$ cat src/rtl/pipe_pkg.sv
// Shared constants for the pipeline stage register: occupancy state encoding and default NOP.
package pipe_pkg;

  typedef enum logic [1:0] {
    ST_EMPTY = 2'd0,
    ST_MAIN  = 2'd1,
    ST_SKID  = 2'd2
  } occ_state_t;

  localparam logic [31:0] NOP_DEFAULT = 32'h0000_0000;

endpackage

$ cat src/rtl/pipe_skid_entry.sv
// One payload entry {pc4, inst} with load, clear and NOP fill; clear wins over load.
module pipe_skid_entry
  import pipe_pkg::*;
#(
  parameter int                PC_W     = 32,
  parameter int                INST_W   = 32,
  parameter logic [INST_W-1:0] NOP_INST = INST_W'(NOP_DEFAULT)
) (
  input  logic              clock,
  input  logic              resetn,
  input  logic              i_load,
  input  logic              i_clear,
  input  logic [PC_W-1:0]   i_pc4,
  input  logic [INST_W-1:0] i_inst,
  output logic              o_valid,
  output logic [PC_W-1:0]   o_pc4,
  output logic [INST_W-1:0] o_inst
);

  logic              r_valid;
  logic [PC_W-1:0]   r_pc4;
  logic [INST_W-1:0] r_inst;

  // Clearing keeps pc4 so a squashed stage still shows the last address it held.
  always_ff @(posedge clock) begin
    if (!resetn) begin
      r_valid <= 1'b0;
      r_pc4   <= '0;
      r_inst  <= NOP_INST;
    end else if (i_clear) begin
      r_valid <= 1'b0;
      r_inst  <= NOP_INST;
    end else if (i_load) begin
      r_valid <= 1'b1;
      r_pc4   <= i_pc4;
      r_inst  <= i_inst;
    end
  end

  assign o_valid = r_valid;
  assign o_pc4   = r_pc4;
  assign o_inst  = r_inst;

endmodule

$ cat src/rtl/pipe_stage_reg.sv
// Pipeline stage register with valid/ready handshake, 2-entry skid buffer and flush.
// Optional PIPE_STAGE_PERF_EN adds saturating stall_cnt / bubble_cnt outputs.
module pipe_stage_reg
  import pipe_pkg::*;
#(
  parameter int                PC_W     = 32,
  parameter int                INST_W   = 32,
  parameter logic [INST_W-1:0] NOP_INST = INST_W'(NOP_DEFAULT)
) (
  input  logic              clock,
  input  logic              resetn,
  input  logic              in_valid,
  output logic              in_ready,
  input  logic [PC_W-1:0]   in_pc4,
  input  logic [INST_W-1:0] in_inst,
  input  logic              flush,
  output logic              out_valid,
  input  logic              out_ready,
  output logic [PC_W-1:0]   out_pc4,
  output logic [INST_W-1:0] out_inst,
  output logic [1:0]        occupancy
`ifdef PIPE_STAGE_PERF_EN
  ,
  output logic [31:0]       stall_cnt,
  output logic [31:0]       bubble_cnt
`endif
);

  occ_state_t        r_state;
  occ_state_t        w_state_next;
  logic              r_in_ready;
  logic              w_accept;
  logic              w_consume;
  logic              w_main_load;
  logic              w_main_clear;
  logic              w_main_from_skid;
  logic              w_skid_load;
  logic              w_skid_clear;
  logic              w_main_valid;
  logic              w_skid_valid;
  logic [PC_W-1:0]   w_skid_pc4;
  logic [INST_W-1:0] w_skid_inst;
  logic [PC_W-1:0]   w_main_pc4_in;
  logic [INST_W-1:0] w_main_inst_in;

  assign w_accept  = in_valid & r_in_ready;
  assign w_consume = w_main_valid & out_ready;

  always_ff @(posedge clock) begin
    if (!resetn) begin
      r_state    <= ST_EMPTY;
      r_in_ready <= 1'b1;
    end else begin
      r_state    <= w_state_next;
      r_in_ready <= (w_state_next != ST_SKID);
    end
  end

  always_comb begin
    w_state_next     = r_state;
    w_main_load      = 1'b0;
    w_main_clear     = 1'b0;
    w_main_from_skid = 1'b0;
    w_skid_load      = 1'b0;
    w_skid_clear     = 1'b0;
    if (flush) begin
      w_state_next = ST_EMPTY;
      w_main_clear = 1'b1;
      w_skid_clear = 1'b1;
    end else begin
      case (r_state)
        ST_EMPTY: begin
          if (w_accept) begin
            w_state_next = ST_MAIN;
            w_main_load  = 1'b1;
          end
        end
        ST_MAIN: begin
          if (w_accept && w_consume) begin
            w_main_load = 1'b1;
          end else if (w_accept) begin
            w_state_next = ST_SKID;
            w_skid_load  = 1'b1;
          end else if (w_consume) begin
            w_state_next = ST_EMPTY;
            w_main_clear = 1'b1;
          end
        end
        ST_SKID: begin
          // in_ready is low here, so only the drain of main can happen.
          if (w_consume) begin
            w_state_next     = ST_MAIN;
            w_main_load      = 1'b1;
            w_main_from_skid = 1'b1;
            w_skid_clear     = 1'b1;
          end
        end
        default: begin
          w_state_next = ST_EMPTY;
          w_main_clear = 1'b1;
          w_skid_clear = 1'b1;
        end
      endcase
    end
  end

  assign w_main_pc4_in  = w_main_from_skid ? w_skid_pc4  : in_pc4;
  assign w_main_inst_in = w_main_from_skid ? w_skid_inst : in_inst;

  pipe_skid_entry #(.PC_W(PC_W), .INST_W(INST_W), .NOP_INST(NOP_INST)) u_main (
    .clock   (clock),
    .resetn  (resetn),
    .i_load  (w_main_load),
    .i_clear (w_main_clear),
    .i_pc4   (w_main_pc4_in),
    .i_inst  (w_main_inst_in),
    .o_valid (w_main_valid),
    .o_pc4   (out_pc4),
    .o_inst  (out_inst)
  );

  pipe_skid_entry #(.PC_W(PC_W), .INST_W(INST_W), .NOP_INST(NOP_INST)) u_skid (
    .clock   (clock),
    .resetn  (resetn),
    .i_load  (w_skid_load),
    .i_clear (w_skid_clear),
    .i_pc4   (in_pc4),
    .i_inst  (in_inst),
    .o_valid (w_skid_valid),
    .o_pc4   (w_skid_pc4),
    .o_inst  (w_skid_inst)
  );

  assign in_ready  = r_in_ready;
  assign out_valid = w_main_valid;
  assign occupancy = {1'b0, w_main_valid} + {1'b0, w_skid_valid};

`ifdef PIPE_STAGE_PERF_EN
  logic [31:0] r_stall_cnt;
  logic [31:0] r_bubble_cnt;

  always_ff @(posedge clock) begin
    if (!resetn) begin
      r_stall_cnt  <= '0;
      r_bubble_cnt <= '0;
    end else if (!flush) begin
      if (w_main_valid && !out_ready && (r_stall_cnt != 32'hFFFF_FFFF))
        r_stall_cnt <= r_stall_cnt + 32'd1;
      if (!w_main_valid && (r_bubble_cnt != 32'hFFFF_FFFF))
        r_bubble_cnt <= r_bubble_cnt + 32'd1;
    end
  end

  assign stall_cnt  = r_stall_cnt;
  assign bubble_cnt = r_bubble_cnt;
`endif

endmodule
$ cat config.mk
export PLATFORM = sky130hd
export DESIGN_NAME = pipe_stage_reg
export DESIGN_NICKNAME = d
export VERILOG_FILES = /design/src/rtl/pipe_pkg.sv /design/src/rtl/pipe_skid_entry.sv /design/src/rtl/pipe_stage_reg.sv
export SDC_FILE = /design/constraint.sdc
export NUM_CORES = 1
export LEC_CHECK = 0
export ABC_AREA = 1
export ABC_CLOCK_PERIOD_IN_PS = 2000
export CAP_MARGIN = 30
export CORE_ASPECT_RATIO = 1.1
export CORE_MARGIN = 2
export CORE_UTILIZATION = 50
export CTS_BUF_LIST = sky130_fd_sc_hd__clkbuf_2 sky130_fd_sc_hd__clkbuf_4 sky130_fd_sc_hd__clkbuf_8
export DETAILED_ROUTE_END_ITERATION = 6
export PLACE_DENSITY = 0.79
export SLEW_MARGIN = 30
export SYNTH_ARGS = -nofsm -noshare
export SYNTH_HDL_FRONTEND = slang
export SYNTH_SLANG_ARGS = --single-unit
$ cat constraint.sdc
create_clock -name clock -period 2 [get_ports clock]
set_clock_uncertainty 0.15 [all_clocks]
set_input_delay 0.3 -clock clock [delete_from_list [all_inputs] [get_ports clock]]
set_output_delay 0.3 -clock clock [all_outputs]
set_load 0.03 [all_outputs]
==> metrics.cfg, run 1 <==
[power]
leakage_nw=3.51
peakVddDrop_mv=0.373
powerDensity_nw_per_um2=776

[yosys]
async_reset_ff_frac=0
yosys-top-cells-area=dfxtp_1 (44%), nor2_1 (18%), nand2_1 (12%), inv_1 (8.5%), o21ai_0 (8.1%)
ys.flop_type=dfxtp_1
yosysWarnings=0
synth_cells=961
synth.distinct_cells=23
syn_area_sq_um=6020
seq_area_frac_synth=0.443
synth_top_area_frac=0.443
synth_top_area_cell=dfxtp_1
synthesis.nets=1031
synth_area_per_cell_sq_um=6.26
synth_edf_count=0
ys_ff_latch=133

[setup_path]
crit_path_top_delay_cell=clkdlybuf4s50_1
crit_buf_inv=1
required_ns=1.55
worstSetupStartpointType=register
max_stage_delay_ns=0.70
cp_top_family=buffers and inverters
crit_path_end_kind=output pin
rrSetupSlack_ns=0.26
critical_path.max_fanout=2
crit_chain=clkdlybuf4s50_1
arrival_ns=1.52
critical_path_class=register to output pin

[global_route]
grt_usage=0.230
grt_overflow=0
grt_pass1_vias=5222
grt_max_degree=65
grt_first_pass_wirelength_um=23800
antenna_found_initial=0

[routing]
first_iter_violations=356
drt-total-wl_um=14500
drtPass1Iterations=4
vias=5830
vias_per_cell=4.65
drtAntennaViolNets=0
wl_per_cell_um=11.6
remaining_drc_errors=0

[cts]
clk_pin_slew_ns=0.08
cts_root_buf=clkbuf_8
clkLatencyLatePin_ns=0.44
cts.htree.levels=4
cts_tree=yes
cts_buffer_depth=2
cts_sinks=133
hold_buffers=0
cts_buffers=17

[place]
port-buffer-count=136
preCtsSetupSlack_ns=-0.0975
gp_congestion=0.795
dp_hpwl_um=9590

[floorplanning]
die-area_sq_um=12900
initial_core_util=0.507
ios=137
fp.dieW_um=109
fp.dieH_um=119
rows=42
core_sq_um=11900

[layout]
syn2layout_area_growth_pct=35.5
antenna_cells=0
finalNetCount=1156
layout-drive-gt1-share=0.0619

[status]
status=complete, no violations

[flow_run]
max_cap_viol_count=0

[timing]
slew_viol_final=0
slew_headroom=0.594
whs_ns=0.0881
setup-violations-final=0
finalCritPeriodShare=0.985
max_freq_mhz=508
hold_viol_final=0
grt_setup_unrepaired=false
worst_slack_ns=0.0304
period_needed_ns=1.97
worst_pin_slew_ns=0.609

[worst_hold_path]
hold_class=primary input to register

cell type report:
type                    count  area [sq um]
clock buffers              21           283
clock inverters            11           173
fillers                  1070          3720
inverters                 137           514
multi-input cells         634          2610
flip-flops and latches    133          2660
well taps                 154           193
repair buffers            163          1720
path summary, 6_finish.rpt:
check	from	endpoint	depth (start not counted)
max	u_main.o_inst[17]	out_inst[17]	1
min	resetn	u_main.o_valid	5
max reg2reg	u_main.o_valid	u_main.o_inst[21]	8
min reg2reg	u_skid.o_pc4[30]	u_skid.o_pc4[30]	2
Yosys cell counts, types with 2 or more instances:
master	instances
nand2_1	198
a21oi_1	3
buf_6	2
nand3_1	33
clkbuf_1	31
nor2_1	293
buf_1	2
o21ai_0	97
inv_1	136
buf_2	20
dfxtp_1	133
nand2_2	2
worst register-to-register path: stages, from the launching register on:
cell and delay [ns]:
dfxtp_1 0.40, nand2_1 0.15, inv_1 0.16, nand3_4 0.19
buf_12 0.22, nand2_1 0.07, nand3_1 0.07, nor2_1 0.18
nor2_1 0.06
cells by family (layout without fill, tap and decap cells):
logic type | Yosys count | in the layout | synth area share
and+or+nand+nor | 529 | 529 | 0.339
buffers and inverters | 194 | 332 | 0.129
DFF | 133 | 133 | 0.443
AOI/OAI and AO/OA | 103 | 103 | 0.0867
adders and majority gates | 1 | 1 | 0.00208
xor gates and xnor gates | 1 | 1 | 0.00146
metrics by stage:
step / utilization / cells / total power (W) / instance area [sq um] / setup TNS, ns
global route: 0.687 / 1253 / 0.00661 / 8160 / 0
CTS: 0.686 / 1253 / 0.00639 / 8150 / 0
global placement: 0.648 / 1221 / 0.00384 / 7700 / -1.50
floorplan: - / 961 / 0.00341 / 6020 / 0
detailed placement: 0.648 / 1221 / 0.00386 / 7700 / -5.30
finish: 0.687 / 1253 / 0.00633 / 8160 / 0
where the power goes:
part	total, W	switching (W)	internal (W)
Combinational	0.000992	0.000549	0.000443
Sequential	0.00281	0.0000550	0.00275
Clock	0.00253	0.00105	0.00148
Total	0.00633	0.00165	0.00467
routing by layer:
layer | vias to the layer above | wire [um] | track usage
met5 | - | 0 | 0
met4 | 0 | 216 | 0.0841
met3 | 19 | 806 | 0.0525
met2 | 159 | 7030 | 0.388
met1 | 2549 | 6470 | 0.284
li1 | 3103 | - | -
placed cells by master, fill, tap and decap left out:
| cell type | count |
|---|---|
| nand3_4 | 1 |
| nor2_1 | 293 |
| clkinv_4 | 3 |
| dfxtp_1 | 133 |
| ha_1 | 1 |
| inv_1 | 135 |
| nand2_1 | 198 |
| xnor2_1 | 1 |
| a21oi_4 | 1 |
| buf_4 | 14 |
| buf_2 | 1 |
| o21ai_1 | 1 |
| clkbuf_8 | 20 |
| nor2_2 | 1 |
| o21a_1 | 1 |
| nand2_2 | 1 |
| buf_12 | 13 |
| dlygate4sd2_1 | 3 |
| clkinv_2 | 2 |
| a21oi_2 | 1 |
| clkinvlp_4 | 1 |
| dlymetal6s2s_1 | 1 |
| clkdlybuf4s50_1 | 131 |
| nand3_1 | 32 |
| bufinv_16 | 4 |
| a21oi_1 | 2 |
| nand4_1 | 1 |
| inv_2 | 2 |
| clkbuf_4 | 1 |
| nand2_4 | 1 |
| inv_6 | 1 |
| o21ai_0 | 97 |
| nor3_1 | 1 |
state kept, by name, indices dropped and copies added (netlist names):
register / count
in_ready: 1
r_state: 2
u_main.o_inst: 32
u_main.o_pc4: 32
u_main.o_valid: 1
u_skid.o_inst: 32
u_skid.o_pc4: 32
u_skid.o_valid: 1
repair_timing:
item / in CTS / in global routing
endpoints found under the setup margin: 3 / 1
gates resized for setup: 3 / 1
buffers inserted: 0 / 0
No activity file was read; power rests on OpenSTA's default activity.
==> inputs of run 2 (changes only) <==
--- a/config.mk
+++ b/config.mk
@@ -10,10 +10,10 @@
 export CAP_MARGIN = 30
 export CORE_ASPECT_RATIO = 1.1
 export CORE_MARGIN = 2
-export CORE_UTILIZATION = 50
+export CORE_UTILIZATION = 52
 export CTS_BUF_LIST = sky130_fd_sc_hd__clkbuf_2 sky130_fd_sc_hd__clkbuf_4 sky130_fd_sc_hd__clkbuf_8
 export DETAILED_ROUTE_END_ITERATION = 6
-export PLACE_DENSITY = 0.79
+export PLACE_DENSITY = 0.81
 export SLEW_MARGIN = 30
 export SYNTH_ARGS = -nofsm -noshare
 export SYNTH_HDL_FRONTEND = slang
==> run 2 against run 1 <==
Effect of this change: routed wire length is 2.0% lower; clock power is 13% higher; fmax is 1.6% higher; highest routed layer unchanged.
==> metrics.cfg, run 2 (synthesized netlist as in run 1, its figures left out) <==
[timing]
period_needed_ns=1.94
max_freq_mhz=516
grt_setup_unrepaired=false
hold_viol_final=0
finalCritPeriodShare=0.969
finalSetupTns_ns=0
slew_headroom=0.613
slew_viol_final=0
worst_pin_slew_ns=0.580
setup-violations-final=0

[place]
port-buffer-count=136
dp_hpwl_um=9390
gp_congestion=0.886
dpl_cell_area_sq_um=7680

[routing]
drtAntennaViolNets=0
drt-total-wl_um=14200
vias=5819
first_iter_violations=256
drtPass1Iterations=5
wl_per_cell_um=11.4
vias_per_cell=4.66
remaining_drc_errors=0

[cts]
cts_sinks=133
hold_buffers=0
cts_buffers=17
cts.htree.levels=4
clkLatencyLatePin_ns=0.43
cts_buffer_depth=2
cts_setup_buffers=0
cts_tree=yes
clk_pin_slew_ns=0.07
cts_root_buf=clkbuf_8

[layout]
design_area_sq_um=8200
syn2layout_area_growth_pct=36.3
nFillCells=943
final_cell_mix=nor2_1 (293), nand2_1 (198), inv_1 (135), dfxtp_1 (133), clkdlybuf4s50_1 (130)
finalNetCount=1154
final_common_cell=nor2_1
layout-drive-gt1-share=0.0602

[flow_run]
max_cap_viol_count=0

[floorplanning]
ios=137
initial_core_util=0.528
fp.dieW_um=107
die-area_sq_um=12400
core_sq_um=11400
fp.dieH_um=117
rows=41

[global_route]
grt_pass1_vias=5390
grt_first_pass_wirelength_um=24200
grt_overflow=0
grt_max_degree=65
antenna_found_initial=1
grt_usage=0.240

[power]
pwr-share-comb=0.148
power.share.clock=0.431
power_switching_w=0.00164
peakVddDrop_mv=0.424
seqPwrFrac=0.422
p_int_w=0.00501
powerDensity_nw_per_um2=811
leakage_nw=3.54
switching_share=0.246

[setup_path]
critical_path.max_fanout=2
crit_path_end_kind=output pin
required_ns=1.55
crit_path_top_delay_cell=clkdlybuf4s50_1
worstSetupStartpointType=register
rrSetupSlack_ns=0.29
crit_buf_inv=1
max_stage_delay_ns=0.69
cp_top_family=buffers and inverters
arrival_ns=1.49
crit_chain=clkdlybuf4s50_1
critical_path_class=register to output pin

[status]
status=complete, no violations

[worst_hold_path]
hold_class=primary input to register

## run 2: cell count changes in the layout (fill, tap and decap cells not counted), sizes merged
cell | before | now
clkdlybuf4s50 | 131 | 130
clkinv | 5 | 2
dlymetal6s2s | 1 | 2
bufinv | 4 | 7
clkinvlp | 1 | 2
diode | 0 | 1
clkbuf | 21 | 20
buf | 28 | 26
## run 2: repair_timing
action                     in CTS  in global routing
setup endpoints to repair       3                  2
pin swaps                       0                  0
resized for setup               3                  2
cloned                          0                  0
## run 2: power groups by stage
stage / Clock, W / Sequential, W / Combinational, W
after CTS: 0.00290 / 0.00281 / 0.000987
after detailed placement: 0 / 0.00287 / 0.000981
after global routing: 0.00304 / 0.00282 / 0.00109
after global placement: 0 / 0.00286 / 0.000971
after floorplan: 0 / 0.00301 / 0.000405
final: 0.00286 / 0.00280 / 0.000983
## run 2: layout make-up
cell class / instances / area, sq um / area share
clock buffers: 20 / 269 / 0.0328
multi-input cells: 634 / 2610 / 0.318
inverters: 137 / 514 / 0.0627
diodes: 1 / 2.50 / 0.000305
flip-flops and latches: 133 / 2660 / 0.325
repair buffers: 161 / 1710 / 0.208
clock inverters: 12 / 248 / 0.0302
well taps: 150 / 188 / 0.0229
## run 2: worst min-delay path: cells and delay by family
family / cells / cell delay [ns]
buffers and inverters: 2 / 0.17
AND/OR/NAND/NOR: 3 / 0.19
## run 2: final timing paths
| path | cells after the start | from | endpoint |
|---|---|---|---|
| min reg2reg | 2 | u_skid.o_pc4[25] | u_skid.o_pc4[25] |
| max | 1 | u_main.o_inst[1] | out_inst[1] |
| max reg2reg | 9 | u_main.o_valid | u_main.o_inst[31] |
| min | 5 | resetn | u_main.o_valid |
## run 2: routing by layer
layer	vias up	wire, um	track usage
met5	-	0	0
met2	148	6830	0.407
met1	2562	6390	0.290
li1	3097	-	-
met3	12	807	0.0609
met4	0	185	0.109
## run 2: metrics by stage
step	total power [W]	setup WS [ns]	hold WS [ns]	instances	utilization
3_5_place_dp	0.00385	-0.0824	0.321	1215	0.674
3_3_place_gp	0.00383	-0.0313	0.312	1215	0.674
5_1_grt	0.00695	0.00368	0.139	1247	0.720
4_1_cts	0.00670	0.0157	0.103	1247	0.720
6_report	0.00665	0.0620	0.128	1248	0.720
2_1_floorplan	0.00341	0.212	0.295	961	-
